--- src/rtl/alu_pkg.sv ---
// rtl/alu_pkg.sv - opcode constants, FSM state encoding and width defaults for the shared ALU
package alu_pkg;

  localparam int WIDTH_DEFAULT = 32;
  localparam int OPW_DEFAULT   = 5;

  localparam int OP_ADD       = 0;
  localparam int OP_SUB       = 1;
  localparam int OP_AND       = 2;
  localparam int OP_OR        = 3;
  localparam int OP_SLL       = 4;
  localparam int OP_SRA       = 5;
  localparam int OP_MAX_LEGAL = 5;

  typedef enum logic [1:0] {
    IDLE = 2'd0,
    EXEC = 2'd1,
    RESP = 2'd2
  } state_e;

  function automatic logic op_is_legal(input int op);
    return op <= OP_MAX_LEGAL;
  endfunction

endpackage

--- src/rtl/alu_arbiter_if.sv ---
// rtl/alu_arbiter_if.sv - request/response bundle for the two ALU requesters
interface alu_arbiter_if
  import alu_pkg::*;
#(
  parameter int WIDTH = WIDTH_DEFAULT,
  parameter int OPW   = OPW_DEFAULT
);
  logic             req_valid_0, req_valid_1;
  logic             req_ready_0, req_ready_1;
  logic [OPW-1:0]   req_op_0, req_op_1;
  logic [OPW-1:0]   req_shamt_0, req_shamt_1;
  logic [WIDTH-1:0] req_a_0, req_a_1;
  logic [WIDTH-1:0] req_b_0, req_b_1;
  logic             resp_valid_0, resp_valid_1;
  logic             resp_ready_0, resp_ready_1;
  logic [WIDTH-1:0] resp_result;
  logic             resp_ne, resp_lt, resp_ovf, resp_err;

  modport master (
    output req_valid_0, req_valid_1, req_op_0, req_op_1, req_shamt_0, req_shamt_1,
           req_a_0, req_a_1, req_b_0, req_b_1, resp_ready_0, resp_ready_1,
    input  req_ready_0, req_ready_1, resp_valid_0, resp_valid_1,
           resp_result, resp_ne, resp_lt, resp_ovf, resp_err
  );

  modport slave (
    input  req_valid_0, req_valid_1, req_op_0, req_op_1, req_shamt_0, req_shamt_1,
           req_a_0, req_a_1, req_b_0, req_b_1, resp_ready_0, resp_ready_1,
    output req_ready_0, req_ready_1, resp_valid_0, resp_valid_1,
           resp_result, resp_ne, resp_lt, resp_ovf, resp_err
  );

endinterface

--- src/rtl/alu.sv ---
// rtl/alu.sv - combinational datapath ALU: add, sub, and, or, sll, sra plus compare/overflow flags
module alu
  import alu_pkg::*;
#(
  parameter int WIDTH = WIDTH_DEFAULT,
  parameter int OPW   = OPW_DEFAULT
) (
  input  logic [OPW-1:0]   op,
  input  logic [OPW-1:0]   shamt,
  input  logic [WIDTH-1:0] a,
  input  logic [WIDTH-1:0] b,
  output logic [WIDTH-1:0] result,
  output logic             is_not_equal,
  output logic             is_less_than,
  output logic             overflow
);

  logic [WIDTH-1:0] sum;
  logic [WIDTH-1:0] diff;
  logic             add_ovf;
  logic             sub_ovf;

  assign sum  = a + b;
  assign diff = a - b;

  // Signed overflow: operand signs agree (add) or differ (sub) and the result sign flips.
  assign add_ovf = (a[WIDTH-1] == b[WIDTH-1]) && (sum[WIDTH-1] != a[WIDTH-1]);
  assign sub_ovf = (a[WIDTH-1] != b[WIDTH-1]) && (diff[WIDTH-1] != a[WIDTH-1]);

  assign overflow     = (int'(op) == OP_SUB) ? sub_ovf : add_ovf;
  assign is_not_equal = (a != b);
  assign is_less_than = ($signed(a) < $signed(b));

  always_comb begin
    result = '0;
    case (int'(op))
      OP_ADD:  result = sum;
      OP_SUB:  result = diff;
      OP_AND:  result = a & b;
      OP_OR:   result = a | b;
      OP_SLL:  result = a << shamt;
      OP_SRA:  result = $signed(a) >>> shamt;
      default: result = '0;
    endcase
  end

endmodule

--- src/rtl/alu_arbiter.sv ---
// rtl/alu_arbiter.sv - round-robin sharing of one ALU between two requesters, one op in flight
module alu_arbiter
  import alu_pkg::*;
#(
  parameter int WIDTH = WIDTH_DEFAULT,
  parameter int OPW   = OPW_DEFAULT
) (
  input  logic          clock,
  input  logic          reset,
  alu_arbiter_if.slave  bus
);

  state_e           state_q, state_d;
  logic             last_grant_q, last_grant_d;
  logic             owner_q, owner_d;
  logic [OPW-1:0]   op_q, op_d;
  logic [OPW-1:0]   shamt_q, shamt_d;
  logic [WIDTH-1:0] a_q, a_d;
  logic [WIDTH-1:0] b_q, b_d;
  logic [WIDTH-1:0] result_q, result_d;
  logic             ne_q, ne_d;
  logic             lt_q, lt_d;
  logic             ovf_q, ovf_d;
  logic             err_q, err_d;

  logic             grant;
  logic             accept;
  logic             resp_done;
  logic [WIDTH-1:0] alu_result;
  logic             alu_ne, alu_lt, alu_ovf;

  alu #(.WIDTH(WIDTH), .OPW(OPW)) u_alu (
    .op           (op_q),
    .shamt        (shamt_q),
    .a            (a_q),
    .b            (b_q),
    .result       (alu_result),
    .is_not_equal (alu_ne),
    .is_less_than (alu_lt),
    .overflow     (alu_ovf)
  );

  always_comb begin
    grant = 1'b0;
    if (bus.req_valid_0 && bus.req_valid_1) begin
      grant = ~last_grant_q;
    end else if (bus.req_valid_1) begin
      grant = 1'b1;
    end
  end

  // Gated by reset so that ready reads low while reset is held, whatever req_valid does.
  assign bus.req_ready_0 = reset && (state_q == IDLE) && bus.req_valid_0 && !grant;
  assign bus.req_ready_1 = reset && (state_q == IDLE) && bus.req_valid_1 && grant;
  assign accept          = bus.req_ready_0 || bus.req_ready_1;

  assign bus.resp_valid_0 = (state_q == RESP) && !owner_q;
  assign bus.resp_valid_1 = (state_q == RESP) && owner_q;
  assign resp_done        = owner_q ? bus.resp_ready_1 : bus.resp_ready_0;

  assign bus.resp_result = result_q;
  assign bus.resp_ne     = ne_q;
  assign bus.resp_lt     = lt_q;
  assign bus.resp_ovf    = ovf_q;
  assign bus.resp_err    = err_q;

  always_comb begin
    state_d      = state_q;
    last_grant_d = last_grant_q;
    owner_d      = owner_q;
    op_d         = op_q;
    shamt_d      = shamt_q;
    a_d          = a_q;
    b_d          = b_q;
    result_d     = result_q;
    ne_d         = ne_q;
    lt_d         = lt_q;
    ovf_d        = ovf_q;
    err_d        = err_q;
    case (state_q)
      IDLE: begin
        if (accept) begin
          owner_d      = grant;
          last_grant_d = grant;
          op_d         = grant ? bus.req_op_1    : bus.req_op_0;
          shamt_d      = grant ? bus.req_shamt_1 : bus.req_shamt_0;
          a_d          = grant ? bus.req_a_1     : bus.req_a_0;
          b_d          = grant ? bus.req_b_1     : bus.req_b_0;
          state_d      = EXEC;
        end
      end
      EXEC: begin
        // Illegal opcodes report zeros rather than whatever the ALU mux defaults to.
        if (op_is_legal(int'(op_q))) begin
          result_d = alu_result;
          ne_d     = alu_ne;
          lt_d     = alu_lt;
          ovf_d    = alu_ovf;
          err_d    = 1'b0;
        end else begin
          result_d = '0;
          ne_d     = 1'b0;
          lt_d     = 1'b0;
          ovf_d    = 1'b0;
          err_d    = 1'b1;
        end
        state_d = RESP;
      end
      RESP: begin
        if (resp_done) begin
          state_d = IDLE;
        end
      end
      default: state_d = IDLE;
    endcase
  end

  always_ff @(posedge clock or negedge reset) begin
    if (!reset) begin
      state_q      <= IDLE;
      last_grant_q <= 1'b1;
      owner_q      <= 1'b0;
      op_q         <= '0;
      shamt_q      <= '0;
      a_q          <= '0;
      b_q          <= '0;
      result_q     <= '0;
      ne_q         <= 1'b0;
      lt_q         <= 1'b0;
      ovf_q        <= 1'b0;
      err_q        <= 1'b0;
    end else begin
      state_q      <= state_d;
      last_grant_q <= last_grant_d;
      owner_q      <= owner_d;
      op_q         <= op_d;
      shamt_q      <= shamt_d;
      a_q          <= a_d;
      b_q          <= b_d;
      result_q     <= result_d;
      ne_q         <= ne_d;
      lt_q         <= lt_d;
      ovf_q        <= ovf_d;
      err_q        <= err_d;
    end
  end

endmodule

--- src/flat_wrapper.sv ---
// flat-port wrapper written by rule: the top's interface ports become plain ports
module alu_arbiter_flat import alu_pkg::*;
#(
  parameter int WIDTH = WIDTH_DEFAULT,
  parameter int OPW   = OPW_DEFAULT
)
  (clock, reset, bus_req_valid_0, bus_req_valid_1, bus_req_op_0, bus_req_op_1, bus_req_shamt_0, bus_req_shamt_1, bus_req_a_0, bus_req_a_1, bus_req_b_0, bus_req_b_1, bus_resp_ready_0, bus_resp_ready_1, bus_req_ready_0, bus_req_ready_1, bus_resp_valid_0, bus_resp_valid_1, bus_resp_result, bus_resp_ne, bus_resp_lt, bus_resp_ovf, bus_resp_err);
  alu_arbiter_if #(.WIDTH(WIDTH), .OPW(OPW)) bus_i ();
  input  logic clock;
  input  logic reset;
  input wire logic [$bits(bus_i.req_valid_0)-1:0] bus_req_valid_0;
  input wire logic [$bits(bus_i.req_valid_1)-1:0] bus_req_valid_1;
  input wire logic [$bits(bus_i.req_op_0)-1:0] bus_req_op_0;
  input wire logic [$bits(bus_i.req_op_1)-1:0] bus_req_op_1;
  input wire logic [$bits(bus_i.req_shamt_0)-1:0] bus_req_shamt_0;
  input wire logic [$bits(bus_i.req_shamt_1)-1:0] bus_req_shamt_1;
  input wire logic [$bits(bus_i.req_a_0)-1:0] bus_req_a_0;
  input wire logic [$bits(bus_i.req_a_1)-1:0] bus_req_a_1;
  input wire logic [$bits(bus_i.req_b_0)-1:0] bus_req_b_0;
  input wire logic [$bits(bus_i.req_b_1)-1:0] bus_req_b_1;
  input wire logic [$bits(bus_i.resp_ready_0)-1:0] bus_resp_ready_0;
  input wire logic [$bits(bus_i.resp_ready_1)-1:0] bus_resp_ready_1;
  output wire logic [$bits(bus_i.req_ready_0)-1:0] bus_req_ready_0;
  output wire logic [$bits(bus_i.req_ready_1)-1:0] bus_req_ready_1;
  output wire logic [$bits(bus_i.resp_valid_0)-1:0] bus_resp_valid_0;
  output wire logic [$bits(bus_i.resp_valid_1)-1:0] bus_resp_valid_1;
  output wire logic [$bits(bus_i.resp_result)-1:0] bus_resp_result;
  output wire logic [$bits(bus_i.resp_ne)-1:0] bus_resp_ne;
  output wire logic [$bits(bus_i.resp_lt)-1:0] bus_resp_lt;
  output wire logic [$bits(bus_i.resp_ovf)-1:0] bus_resp_ovf;
  output wire logic [$bits(bus_i.resp_err)-1:0] bus_resp_err;
  assign bus_i.req_valid_0 = bus_req_valid_0;
  assign bus_i.req_valid_1 = bus_req_valid_1;
  assign bus_i.req_op_0 = bus_req_op_0;
  assign bus_i.req_op_1 = bus_req_op_1;
  assign bus_i.req_shamt_0 = bus_req_shamt_0;
  assign bus_i.req_shamt_1 = bus_req_shamt_1;
  assign bus_i.req_a_0 = bus_req_a_0;
  assign bus_i.req_a_1 = bus_req_a_1;
  assign bus_i.req_b_0 = bus_req_b_0;
  assign bus_i.req_b_1 = bus_req_b_1;
  assign bus_i.resp_ready_0 = bus_resp_ready_0;
  assign bus_i.resp_ready_1 = bus_resp_ready_1;
  assign bus_req_ready_0 = bus_i.req_ready_0;
  assign bus_req_ready_1 = bus_i.req_ready_1;
  assign bus_resp_valid_0 = bus_i.resp_valid_0;
  assign bus_resp_valid_1 = bus_i.resp_valid_1;
  assign bus_resp_result = bus_i.resp_result;
  assign bus_resp_ne = bus_i.resp_ne;
  assign bus_resp_lt = bus_i.resp_lt;
  assign bus_resp_ovf = bus_i.resp_ovf;
  assign bus_resp_err = bus_i.resp_err;
  alu_arbiter #(.WIDTH(WIDTH), .OPW(OPW)) u_core (.clock(clock), .reset(reset), .bus(bus_i));
endmodule
--- config.mk ---
export PLATFORM = sky130hd
export DESIGN_NAME = alu_arbiter_flat
export DESIGN_NICKNAME = d
export VERILOG_FILES = /design/src/rtl/alu_pkg.sv /design/src/rtl/alu_arbiter_if.sv /design/src/rtl/alu.sv /design/src/rtl/alu_arbiter.sv /design/src/flat_wrapper.sv
export SDC_FILE = /design/constraint.sdc
export NUM_CORES = 1
export LEC_CHECK = 0
export CORE_ASPECT_RATIO = 1.25
export CORE_MARGIN = 4
export CORE_UTILIZATION = 47
export CTS_CLUSTER_DIAMETER = 120
export DETAILED_ROUTE_END_ITERATION = 10
export GPL_TIMING_DRIVEN = 0
export PLACE_DENSITY = 0.7
export SYNTH_ARGS = -nofsm -noshare
export SYNTH_HDL_FRONTEND = slang
export SYNTH_SLANG_ARGS = --single-unit
--- constraint.sdc ---
create_clock -name clock -period 5.6 [get_ports clock]
set_input_delay 0.56 -clock clock [delete_from_list [all_inputs] [get_ports clock]]
set_output_delay 0.56 -clock clock [all_outputs]
set_load 0.02 [all_outputs]
### Yosys cells after proc, flatten, opt, wreduce, memory -nomap -nowiden

Index checks and enable logic that the tools add are counted.

| operators by class | value |
|---|---|
| $add $sub $neg | 2 |
| $mul | 0 |
| div/mod/pow operators | 0 |
| magnitude comparators | 2 |
| equality and inequality tests | 15 |
| shifts and indexed selects | 2 |
| muxes and demuxes | 17 |
| bitwise logic cells | 3 |
| reduce and logical (&&, ||, !) cells | 17 |

Operator list:

| kind | count |
|---|---|
| $pmux W32 S6 | 1 |
| $mux W32 | 3 |
| $add A32 B32 Y32 | 1 |
| $and A32 B32 Y32 | 1 |
| $lt A32 B32 Y1 | 1 |
| $ne A32 B32 Y1 | 1 |
| $or A32 B32 Y32 | 1 |
| $shl A32 B5 Y32 | 1 |
| $sshr A32 B5 Y32 | 1 |
| $sub A32 B32 Y32 | 1 |
| $eq A5 B2 Y1 const B | 3 |
| $eq A5 B3 Y1 const B | 2 |
| $logic_and A1 B1 Y1 | 10 |
| $mux W5 | 2 |
| $mux W1 | 8 |
| $pmux W2 S3 | 1 |
| $eq A5 B1 Y1 const B | 1 |
| $le A5 B3 Y1 const B | 1 |
| $logic_not A5 Y1 | 1 |
| $mux W2 | 2 |
| $ne A2 B1 Y1 const B | 2 |
| $reduce_and A2 Y1 | 2 |
| $ne A1 B1 Y1 | 3 |
| $eq A2 B1 Y1 const B | 1 |
| 6 further kinds | 7 |

| word-level totals | value |
|---|---|
| bits in registers | 114 |
| latch bits | 0 |
| memory bits (writable) | 0 |
| bits in read-only memories | 0 |
| input bits | 154 |
| output and inout bits | 40 |
| logic and storage cells | 70 |
| memories kept | 0 |

### Depth between registers and ports, before layout

Gate-level depths: netlist of run 1.

| logic depth | value |
|---|---|
| word-level depth | 7 |
| gate-level depth with buffers | 13 |

### By module

A second synthesis of run 1 with hierarchy kept.

| unflattened totals | value |
|---|---|
| cells, all modules | 1628 |
| area, all modules | 13361.6 um2 |

By module, submodules not included:

| module | instances | cells an instance | area an instance (um2) | sequential area each (um2) |
|---|---|---|---|---|
| alu | 1 | 1261 | 8488.1 | 0.0 |
| alu_arbiter | 1 | 367 | 4873.4 | 2854.0 |

### Worst setup path after synthesis of run 1

OpenSTA, ideal clock, no wires.

| timing | value |
|---|---|
| path kind | register to register |
| from | register u_core.a_q[6] |
| to | register u_core.result_q[27], in the netlist u_core.bus.resp_result[27] |
| library setup time | 0.087 ns |
| arrival time | 3.139 ns |
| slack | 2.374 ns |
| stages on the path, launching flop included | 14 |
| path buffers | 2 |
| period minus slack after synthesis | 3.226 ns |
| cells stage by stage | dfrtp_1 clkbuf_1 inv_1 ha_1 buf_6 or4_4 nor3_4 o21ai_2 and4_4 o31ai_4 a41oi_1 o22ai_1 mux2_2 a211oi_2 |

| on the way | value |
|---|---|
| longest elaborated chain between the ends | 3 |
| elaborated cells between the ends (all ways) | 6 |
| classes of those cells | add/sub (2); shift (2); mux (2) |

Ends and longest elaborated chain:

| item | line | source |
|---|---|---|
| start: declaration | alu_arbiter.sv:18 | `logic [WIDTH-1:0] a_q, a_d;` |
| start signal: assignment | alu_arbiter.sv:125 | `a_q <= '0;` |
| start signal: assignment | alu_arbiter.sv:138 | `a_q <= a_d;` |
| $sub A32 B32 Y32 (tied with other cells) | alu.sv:24 | `assign diff = a - b;` |
| $pmux W32 S6 (*) | alu.sv:36 | `case (int'(op))` |
| $mux W32 (*) | alu_arbiter.sv:94 | `if (op_is_legal(int'(op_q))) begin` |
| end signal: assignment | alu_arbiter.sv:140 | `result_q <= result_d;` |
| end: declaration | alu_arbiter.sv:20 | `logic [WIDTH-1:0] result_q, result_d;` |

Mark *: on every way between the ends. The rest lies on a longest branch, timed or not.
A chain may end at the register's enable or synchronous reset.

### Worst setup path after layout of run 1

| timing | value |
|---|---|
| from | register u_core.shamt_q[1] |
| to | register u_core.result_q[28], in the netlist u_core.bus.resp_result[28] |

| on the way | value |
|---|---|
| longest elaborated chain between the ends | 3 |
| elaborated cells between the ends (all ways) | 4 |
| classes of those cells | shift (2); mux (2) |

Ends and longest elaborated chain:

| item | line | source |
|---|---|---|
| start: declaration | alu_arbiter.sv:17 | `logic [OPW-1:0] shamt_q, shamt_d;` |
| start signal: assignment | alu_arbiter.sv:137 | `shamt_q <= shamt_d;` |
| $sshr A32 B5 Y32 / $shl A32 B5 Y32 (equally long branches) | alu.sv:42, alu.sv:41 |  |
| $pmux W32 S6 (*) | alu.sv:36 |  |
| $mux W32 (*) | alu_arbiter.sv:94 |  |

Marked as above.

==> impl_results.md, run 1 <==
- Clock Latency Late Sink: 0.44 ns
- Critical path class: flip-flop to flip-flop
- GRT overflow: 0
- Final setup vio count: 0
- Syn_nets: 1954
- Worst slew margin: 12.78%
- WL/cell: 27.48 um
- Tot GR Track Use: 38.76%
- Clk root buf: clkbuf_16
- Post-place setup slack: 1.397 ns
- Worst setup EP type: flip-flop
- Drt pass-1 iters: 6
- Top_reg_cell synth: dfrtp_1
- Startpoint types: flip-flop
- I/O pin count: 194
- Vias: 15102
- Pins over their slew limit: 0
- Layout cell share with drive strength beyond 1: 8.698%
- WP data required: 5.92 ns
- Hold_ws: 0.1725 ns
- Placed insts: 2278
- PnR worst setup slack: 1.225 ns
- Leakage: 7.136 nW
- TritonCTS clock tree: built
- Synthesis-to-finish area growth: 22.48%
- Synth cell types: 91
- Post-Route WL: 63.48 mm
- Initial Utilization: 47.95%
- Critical Path AT: 4.70 ns
- Min Tclk post-route: 4.375 ns
- Mapped Area: 0.01370 mm^2
- Detailed placement HPWL: 51.45 mm
- Final design utilization: 58.73%
- N_diodes: 0
- HP Class: input pin to async pin
- Sequential share of the synthesized area: 20.83%
- Die X-Extent: 160.7 um
- Ys Warns: 0
- Final period util: 78.12%
- Core area: 0.02858 mm^2
- Clk_skew: 0.009026 ns
- Hold buffers post-CTS: 0
- Hold Vio Cnt, Final: 0
- I/O Buffers: 193
- Power Dens Cells: 767.3 mW/mm^2
- Peak VDD IR: 0.0004273 V
- CP max FO: 10
- Worst-path clk slew: 0.06 ns
- Post-synth EDFFs: 0
- Die Y: 198.9 um
- Worst Tran Pin Value: 1.295 ns
- Full die area: 0.03197 mm^2
- Syn Inst Count: 1693
- Nets: 2168
- Async set-or-reset flop fraction in the synthesized netlist: 100.0%
- Clock Tree Buf Depth: 2
- # H-tree levels: 4
- Post-Layout Cell Count: 2310
- Routability congestion estimate: 1.073
- Fmax achieved: 0.2286 GHz
- Status: finished clean
- Maximum number of pins on one net before global-route repair: 60
- RSZ-0062 raised after global routing: no
- Number of global-route vias before repair: 14354
- Max cap viols: 0
- Avg Inst Size Synth: 8.093 um^2
- Post_cts resized: 0
- DRT antenna net count: 0
- Postcts setup bufs: 0
- Vias per cell: 6.538
- Antenna violations before repair: 2
- Remaining DRCs: 0
- Cell Rows: 69
- Iteration-0 DRC Markers: 2000
- Post-Layout Inst Area: 0.01678 mm^2
- Num CTS Buffers: 17
- Clock sink count: 114
- First-pass GRT wire length: 92.84 mm
- Synthesized flop and latch total: 114
- Instance area after placement: 0.01615 mm^2
## critical path: stages, from the launching register on
cell and delay [ns]:
dfrtp_1 0.45, buf_4 0.28, buf_4 0.27, buf_4 0.28, buf_2 0.35, buf_4 0.28
mux4_2 0.31, mux2i_1 0.35, o22ai_1 0.14, a2111oi_0 0.97, o21ai_0 0.23, o21ai_0 0.23
nand3_1 0.09
## synthesized netlist by cell type (15+ instances only)
| cell type | n | area [um^2] |
|---|---|---|
| nor2_1 | 153 | 574.3 |
| a221oi_1 | 27 | 236.5 |
| buf_2 | 15 | 75.07 |
| dfrtp_1 | 113 | 2828 |
| mux2_2 | 15 | 168.9 |
| clkbuf_1 | 88 | 330.3 |
| inv_1 | 103 | 386.6 |
| a21oi_1 | 109 | 545.5 |
| mux4_2 | 48 | 1081 |
| buf_1 | 17 | 63.81 |
| ha_1 | 105 | 1314 |
| mux2i_1 | 151 | 1511 |
| xnor2_1 | 22 | 192.7 |
| nand2_1 | 182 | 683.2 |
| o21ai_0 | 184 | 920.9 |
| nor3_1 | 27 | 135.1 |
| a31oi_1 | 18 | 112.6 |
| nand2b_1 | 17 | 106.4 |
| nand3_1 | 25 | 125.1 |
## layout by cell type, fill, tap and decap left out, types with 9 or more instances in the layout
| master | n |
|---|---|
| buf_1 | 17 |
| nor2_1 | 153 |
| mux4_2 | 48 |
| or2_2 | 9 |
| clkdlybuf4s50_1 | 192 |
| buf_2 | 15 |
| a211oi_1 | 10 |
| o211ai_1 | 13 |
| xnor2_1 | 22 |
| mux2_2 | 15 |
| a221oi_1 | 27 |
| clkbuf_16 | 17 |
| o221ai_1 | 12 |
| o22ai_1 | 9 |
| o21ai_0 | 184 |
| nor3_1 | 27 |
| a21o_1 | 13 |
| nand2b_1 | 17 |
| ha_1 | 105 |
| dfrtp_1 | 113 |
| o31ai_1 | 14 |
| mux2i_1 | 151 |
| buf_6 | 13 |
| inv_1 | 103 |
| clkbuf_1 | 89 |
| a21oi_1 | 109 |
| nand2_1 | 182 |
| a31oi_1 | 18 |
| nor4_1 | 9 |
| nand3_1 | 25 |
## layer usage
| metal | share of wire (%) | global-route usage [%] |
|---|---|---|
| met1 | 39 | 50.42 |
| met2 | 46 | 63.05 |
| met3 | 9.6 | 5.990 |
| met4 | 6.1 | 19.47 |
| met5 | 0.020 | 0 |
## where the power goes
part | internal, mW | switching [mW] | leakage [nW]
clock network | 0.756 | 0.454 | 0.303
registers | 1.18 | 0.595 | 1.46
logic | 3.59 | 6.30 | 5.38
total | 5.52 | 7.35 | 7.14
## metrics by stage
| step | power [mW] | setup TNS, ns |
|---|---|---|
| 2_1_floorplan | 7.855 | 0 |
| 3_3_place_gp | 11.19 | -155.44 |
| 3_5_place_dp | 11.22 | 0 |
| 4_1_cts | 12.48 | 0 |
| 5_1_grt | 13.43 | 0 |
| 6_report | 12.88 | 0 |
## kinds of logic (layout without fill, tap and decap cells)
logic type                 after synthesis  in the layout  share of synthesized area (%)
xor gates and xnor gates                25             25                          1.598
adders and majority gates              107            107                          9.880
AOI/OAI and AO/OA                      510            510                          24.02
DFF                                    114            114                          20.83
and+or+nand+nor                        473            473                          15.41
muxes                                  214            214                          20.15
buffers and inverters                  250            477                          8.109
## path summary, 6_finish.rpt
| path | from | to | slack (ns) | cells after the start |
|---|---|---|---|---|
| setup reg to reg | u_core.shamt_q[1] | u_core.bus.resp_result[28] | 1.23 | 12 |
| setup / recovery | u_core.shamt_q[1] | u_core.bus.resp_result[28] | 1.23 | 12 |
| max in group asynchronous | reset | u_core.last_grant_q | 4.64 | 2 |
| hold reg to reg | u_core.bus.resp_result[2] | u_core.bus.resp_result[2] | 0.48 | 2 |
| hold / removal | reset | u_core.b_q[1] | 0.17 | 1 |
| min in group clock | u_core.bus.resp_result[2] | u_core.bus.resp_result[2] | 0.48 | 2 |
## area by class of cell
type	instances	area, um^2
Multi-Input combinational cell	1329	9737
Sequential cell	114	2854
Clock inverter	13	185.2
Inverter	107	401.6
Fill cell	2698	11790
Clock buffer	19	442.9
Tap cell	390	488.0
Buffer	143	709.4
Timing Repair Buffer	195	1964
## state kept, by name, summed over array words and instances, names as in the netlist
name / cells
u_core.bus.resp_result: 32
u_core.state_q: 2
u_core.last_grant_q: 1
u_core.bus.resp_ovf: 1
u_core.bus.resp_err: 1
u_core.owner_q: 1
u_core.a_q: 32
u_core.op_q: 5
u_core.bus.resp_lt: 1
u_core.bus.resp_ne: 1
u_core.shamt_q: 5
u_core.b_q: 32
(Power assumes the default switching activity.)
==> run 2: changes to the inputs <==
- clock period: 5.6 -> 4.06 ns (I/O delays scaled with it)
==> impl_results.md, run 2 (synthesis gave the netlist of run 1 again) <==
- Commonest non-fill, non-tap cells in the layout: 192 x clkdlybuf4s50_1, 182 x nand2_1, 182 x o21ai_0
- Final design utilization: 58.87% (+0.14 points)
- Clock Tree Buf Depth: 2 (unchanged)
- I/O Buffers: 193 (unchanged)
- Max cap viols: 0 (unchanged)
- CP max FO: 10 (unchanged)
- Leakage: 7.171 nW (+0.49%)
- Power Dens Cells: 1058 mW/mm^2 (+38%)
- Critical Path AT: 4.42 ns (-0.28 ns)
- N_diodes: 0 (unchanged)
- Reg2reg start: u_core.shamt_q[1]
- TritonCTS clock tree: built
- Die Y: 198.9 um (unchanged)
- Maximum number of pins on one net before global-route repair: 60 (unchanged)
- Clock Latency Late Sink: 0.44 ns (about the same)
- Final setup vio count: 1 (+1)
- I/O pin count: 194 (unchanged)
- Most common cell on crit path: buf_4
- CP bufs+invs: 5 (unchanged)
- Iteration-0 DRC Markers: 1986 (-0.70%)
- Hold Vio Cnt, Final: 0 (unchanged)
- Total Power: 17.80 mW (+38%)
- WL/cell: 27.44 um (-0.16%)
- Final period util: 100.7% (+23 points)
- Failing checks: negative setup slack
- Worst Tran Pin Value: 1.269 ns (-0.02554 ns)
- R2r endpoint: u_core.bus.resp_result[26]
- GRT overflow: 0 (unchanged)
- Crit-path cells: buf_4 > buf_4 > buf_4 > buf_2 > inv_1 > nand3_1 > o21ai_0 > mux2i_1 > o21ai_0 > a211oi_1 > o2111ai_1 > a22o_1
- Commonest non-fill, non-tap cell in the layout: clkdlybuf4s50_1
- Core area: 0.02858 mm^2 (unchanged)
- # H-tree levels: 4 (unchanged)
- Nets: 2168 (unchanged)
- Antenna violations before repair: 2 (unchanged)
- First-pass GRT wire length: 92.70 mm (-0.15%)
- Post-place setup slack: -0.1428 ns (-1.540 ns)
- Reg2Reg Depth: 12 (unchanged)
- Worst path top cell family by delay: compound AO/OA/AOI/OAI gates
- Fmax achieved: 0.2446 GHz (+7.0%)
- Drt pass-1 iters: 9 (+3)
- Detailed placement HPWL: 51.45 mm (unchanged)
- WP data required: 4.39 ns (-1.53 ns)
- Peak VDD IR: 0.0005861 V (+37%)
- Routability congestion estimate: 1.073 (unchanged)
- Startpoint types: flip-flop
- Worst slew margin: 14.83% (+2.0 points)
- Critical-path top delay cell: a211oi_1
- Clk root buf: clkbuf_16
- Synthesis-to-finish area growth: 22.78%
- Initial Utilization: 47.95% (unchanged)
- Status: complete, but fails checks
- Critical path class: flip-flop to flip-flop
- HP Class: input pin to async pin
- Tot GR Track Use: 38.71% (-0.053 points)
- Clock sink count: 114 (unchanged)
- Vias per cell: 6.512 (-0.40%)
- Post-Route WL: 63.38 mm (-0.16%)
- Number of global-route vias before repair: 14404 (+0.35%)
- Worst setup EP type: flip-flop
- Worst reg-to-reg setup slack: -0.03 ns (-1.25 ns)
- Full die area: 0.03197 mm^2 (unchanged)
- DRT antenna net count: 0 (unchanged)
- Worst-path clk slew: 0.06 ns (about the same)
- Slowest stage delay, CP: 0.53 ns (-0.44 ns)
- Vias: 15042 (-0.40%)
- Num CTS Buffers: 17 (unchanged)
- Cell Rows: 69 (unchanged)
- Pins over their slew limit: 0 (unchanged)
- Remaining DRCs: 0 (unchanged)
- Clk_skew: 0.009519 ns (+0.0004921 ns)
- Min Tclk post-route: 4.088 ns (-0.2866 ns)
- Layout cell share with drive strength beyond 1: 9.479% (+0.78 points)
- Die X-Extent: 160.7 um (unchanged)
- PnR worst setup slack: -0.02797 ns (-1.253 ns)
[run 2: stage by stage]
stage	hold slack, ns	cell area (um^2)	setup TNS [ns]	cells
2_1_floorplan	0.1104	13700	0	1693
3_3_place_gp	0.4608	16120	-421.82	2276
3_5_place_dp	0.4694	16150	-0.2070	2278
4_1_cts	0.04699	16780	0	2310
5_1_grt	0.07803	16820	-0.006960	2310
6_report	0.01622	16820	-0.02797	2310
[run 2: per-layer routing]
metal	GRT usage [%]	part of all wire [%]	vias up
li1	-	-	6583
met1	50.12	39	7207
met2	62.78	46	1022
met3	6.259	9.5	228
met4	19.94	6.3	2
met5	0	0.021	-
[run 2: cell type report]
class / count / area, um^2
Buffer: 143 / 721.9
Clock inverter: 13 / 185.2
Clock buffer: 19 / 442.9
Multi-Input combinational cell: 1329 / 9766
Timing Repair Buffer: 195 / 1964
Inverter: 107 / 401.6
Fill cell: 2688 / 11750
Sequential cell: 114 / 2854
Tap cell: 390 / 488.0
[run 2: power breakdown]
group / switching, mW / internal, mW
combinational: 8.71 / 4.98
clock: 0.629 / 1.04
sequential: 0.816 / 1.63
total: 10.2 / 7.65
[run 2: worst max-delay path by stage]
stage,from,end,slack (ns),cells after the start
detailed placement,u_core.a_q[14],u_core.bus.resp_result[31],-0.14,13
finish,u_core.shamt_q[1],u_core.bus.resp_result[26],-0.03,12
floorplan,u_core.a_q[6],u_core.bus.resp_result[27],0.83,13
CTS,u_core.a_q[6],u_core.bus.resp_result[29],0.02,13
global route,u_core.a_q[6],u_core.bus.resp_result[29],-0.007,13
global placement,reset,u_core.b_q[14],-3.15,7
[run 2: timing repair]
item / 4_1_cts / 5_1_grt
resized for setup: 2 / 26
hold buffers: 0 / 0
setup buffers: 0 / 0
gates cloned: 0 / 0
setup endpoints to repair: 2 / 11
==> run 3: changes to the inputs <==
- CORE_MARGIN: 4 -> default
- SLEW_MARGIN: default -> 5
==> impl_results.md, run 3 (synthesis gave the netlist of run 1 again) <==
- Status: complete, but fails checks
- Failing checks: negative setup slack
- Tot GR Track Use: 43.10% (+4.4 points)
- Worst path top cell family by delay: compound AO/OA/AOI/OAI gates
- Hold Vio Cnt, Final: 0 (unchanged)
- First-pass GRT wire length: 93.47 mm (+0.83%)
- Initial Utilization: 47.95% (unchanged)
- GRT overflow: 0 (unchanged)
- Maximum number of pins on one net before global-route repair: 60 (unchanged)
- Layout cell share with drive strength beyond 1: 9.551% (+0.072 points)
- Placed insts: 2277 (-0.044%)
- Number of global-route vias before repair: 14534 (+0.90%)
- Power Dens Cells: 1061 mW/mm^2 (+0.23%)
- Hold endpoint: u_core.bus.resp_result[3]
- Critical path class: flip-flop to flip-flop
- Met1 Use GR: 53.73% (+3.6 points)
- Antenna violations before repair: 3 (+1)
- Leakage: 7.174 nW (about the same)
- Clk_skew: 0.01030 ns (+0.0007791 ns)
- Met3 Use GR: 8.646% (+2.4 points)
- CP bufs+invs: 4 (-1)
- Cell Rows: 69 (unchanged)
- WP data required: 4.45 ns (+0.06 ns)
- Clock sink count: 114 (unchanged)
- Post-Route WL: 63.39 mm (about the same)
- Slowest stage delay, CP: 0.75 ns (+0.22 ns)
- Die Y: 192.9 um (-3.0%)
- Final setup vio count: 1 (unchanged)
- Core area: 0.02858 mm^2 (unchanged)
- Synthesis-to-finish area growth: 22.95%
- Max cap viols: 0 (unchanged)
- Clk root buf: clkbuf_16
- Worst slew margin: 16.84% (+2.0 points)
- Iteration-0 DRC Markers: 1690 (-15%)
- M2 GR Usage: 69.06% (+6.3 points)
- Critical-path top delay cell: a21oi_1
- Post-Layout Cell Count: 2308 (-0.087%)
- Remaining DRCs: 0 (unchanged)
- Crit-path cells: buf_2 > buf_2 > buf_2 > clkbuf_1 > a21oi_1 > a21oi_1 > a21oi_1 > nor2_1 > a31oi_1 > o21ai_0 > a221o_1
- Routability congestion estimate: 1.025 (-4.5%)
- Instance area after placement: 0.01615 mm^2 (about the same)
- GRT busiest layer: met2
- Peak VDD IR: 0.0006079 V (+3.7%)
- Die X-Extent: 154.7 um (-3.7%)
- Worst-path clk slew: 0.07 ns (about the same)
- Reg2reg start: u_core.shamt_q[0]
- Pins over their slew limit: 0 (unchanged)
- Final period util: 100.2% (-0.47 points)
- Full die area: 0.02984 mm^2 (-6.6%)
- TritonCTS clock tree: built
- HP Class: flip-flop to flip-flop
- Startpoint types: flip-flop
- Vias: 14988 (-0.36%)
- Min-delay src: u_core.bus.resp_result[3]
- Critical Path AT: 4.46 ns (+0.04 ns)
- Post-Layout Inst Area: 0.01685 mm^2 (+0.13%)
- Worst setup EP type: flip-flop
- # H-tree levels: 4 (unchanged)
- Reg2Reg Depth: 11 (-1)
- I/O Buffers: 193 (unchanged)
- Hold_ws: 0.4734 ns (+0.4572 ns)
- Min Tclk post-route: 4.069 ns (-0.01918 ns)
- RSZ-0062 raised after global routing: no
- DRT antenna net count: 0 (unchanged)
- Commonest non-fill, non-tap cells in the layout: 192 x clkdlybuf4s50_1, 182 x nand2_1, 182 x o21ai_0
- Fillers: 2622 (-2.5%)
- R2r endpoint: u_core.bus.resp_result[7]
- Drt pass-1 iters: 6 (-3)
- PnR worst setup slack: -0.008791 ns (+0.01918 ns)
- Commonest non-fill, non-tap cell in the layout: clkdlybuf4s50_1
- Num CTS Buffers: 17 (unchanged)
- Vias per cell: 6.494 (-0.27%)
- WL/cell: 27.47 um (+0.12%)
- Total Power: 17.87 mW (+0.37%)
- Clock Tree Buf Depth: 2 (unchanged)
- I/O pin count: 194 (unchanged)
- Worst reg-to-reg setup slack: -0.009 ns (+0.02 ns)
- Postcts setup bufs: 0 (unchanged)
- Detailed placement HPWL: 50.97 mm (-0.93%)
- CP max FO: 10 (unchanged)
- Hold Crit Depth: 2
- Final setup TNS: -0.008791 ns (+0.01918 ns)
- Fmax achieved: 0.2458 GHz (+0.47%)
- Clock Latency Late Sink: 0.45 ns (about the same)
- Worst Tran Pin Value: 1.239 ns (-0.03000 ns)
- Nets: 2165 (-0.14%)
run 3: cell count changes in the layout (fill, tap and decap cells not counted), moves of 2 or more:
cell / change
clkbuf_8: +5
clkbuf_1: -4
clkinv_4: -3
buf_4: -2
diode_2: +2
run 3: timing repair:
action	in CTS	in global routing
pin swaps	0	0
hold buffers	1	0
endpoints found under the hold margin	58	0
setup endpoints to repair	6	14
gates resized for setup	6	23
gates cloned	0	0
run 3: worst min-delay path, stage by stage (launching register included):
cell and delay (ns):
dfrtp_1 0.34, nand2_1 0.04, o21ai_0 0.05
run 3: report_power, final:
part | switching (mW) | internal, mW
registers | 0.826 | 1.63
logic | 8.75 | 4.97
clock network | 0.631 | 1.06
run 3: worst max-delay path by stage:
stage | startpoint | to | slack [ns] | depth (start not counted)
finish | u_core.shamt_q[0] | u_core.bus.resp_result[7] | -0.009 | 11
global route | u_core.a_q[8] | u_core.bus.resp_result[27] | 0.006 | 13
CTS | u_core.a_q[13] | u_core.bus.resp_result[24] | 0.04 | 12
global placement | reset | u_core.b_q[14] | -3.21 | 7
detailed placement | u_core.shamt_q[1] | u_core.bus.resp_result[28] | -0.12 | 12
floorplan | u_core.a_q[6] | u_core.bus.resp_result[27] | 0.83 | 13
run 3: area by class of cell:
class	instances	area, um^2	share of cell area [%]
clock inverters	8	123.9	0.7353
diodes	2	5.005	0.02971
multi-input cells	1329	9779	58.05
flip-flops and latches	114	2855	16.95
clock buffers	23	508.0	3.015
repair buffers	195	1971	11.70
well taps	390	488.0	2.897
inverters	107	401.6	2.384
plain buffers	140	714.4	4.241
run 3: per-stage QoR:
step           setup WS (ns)  utilization (%)
4_1_cts              0.03998            58.79
3_5_place_dp         -0.1226            56.52
3_3_place_gp          -3.215            56.42
2_1_floorplan         0.8338                -
6_report           -0.008791            58.95
5_1_grt             0.005818            58.93
run 3: metal layers:
layer  share of wire (%)  up-vias
li1                    -     6575
met1                  38     7181
met2                  45     1000
met3                 9.9      232
met4                 6.6        0
met5                   0        -
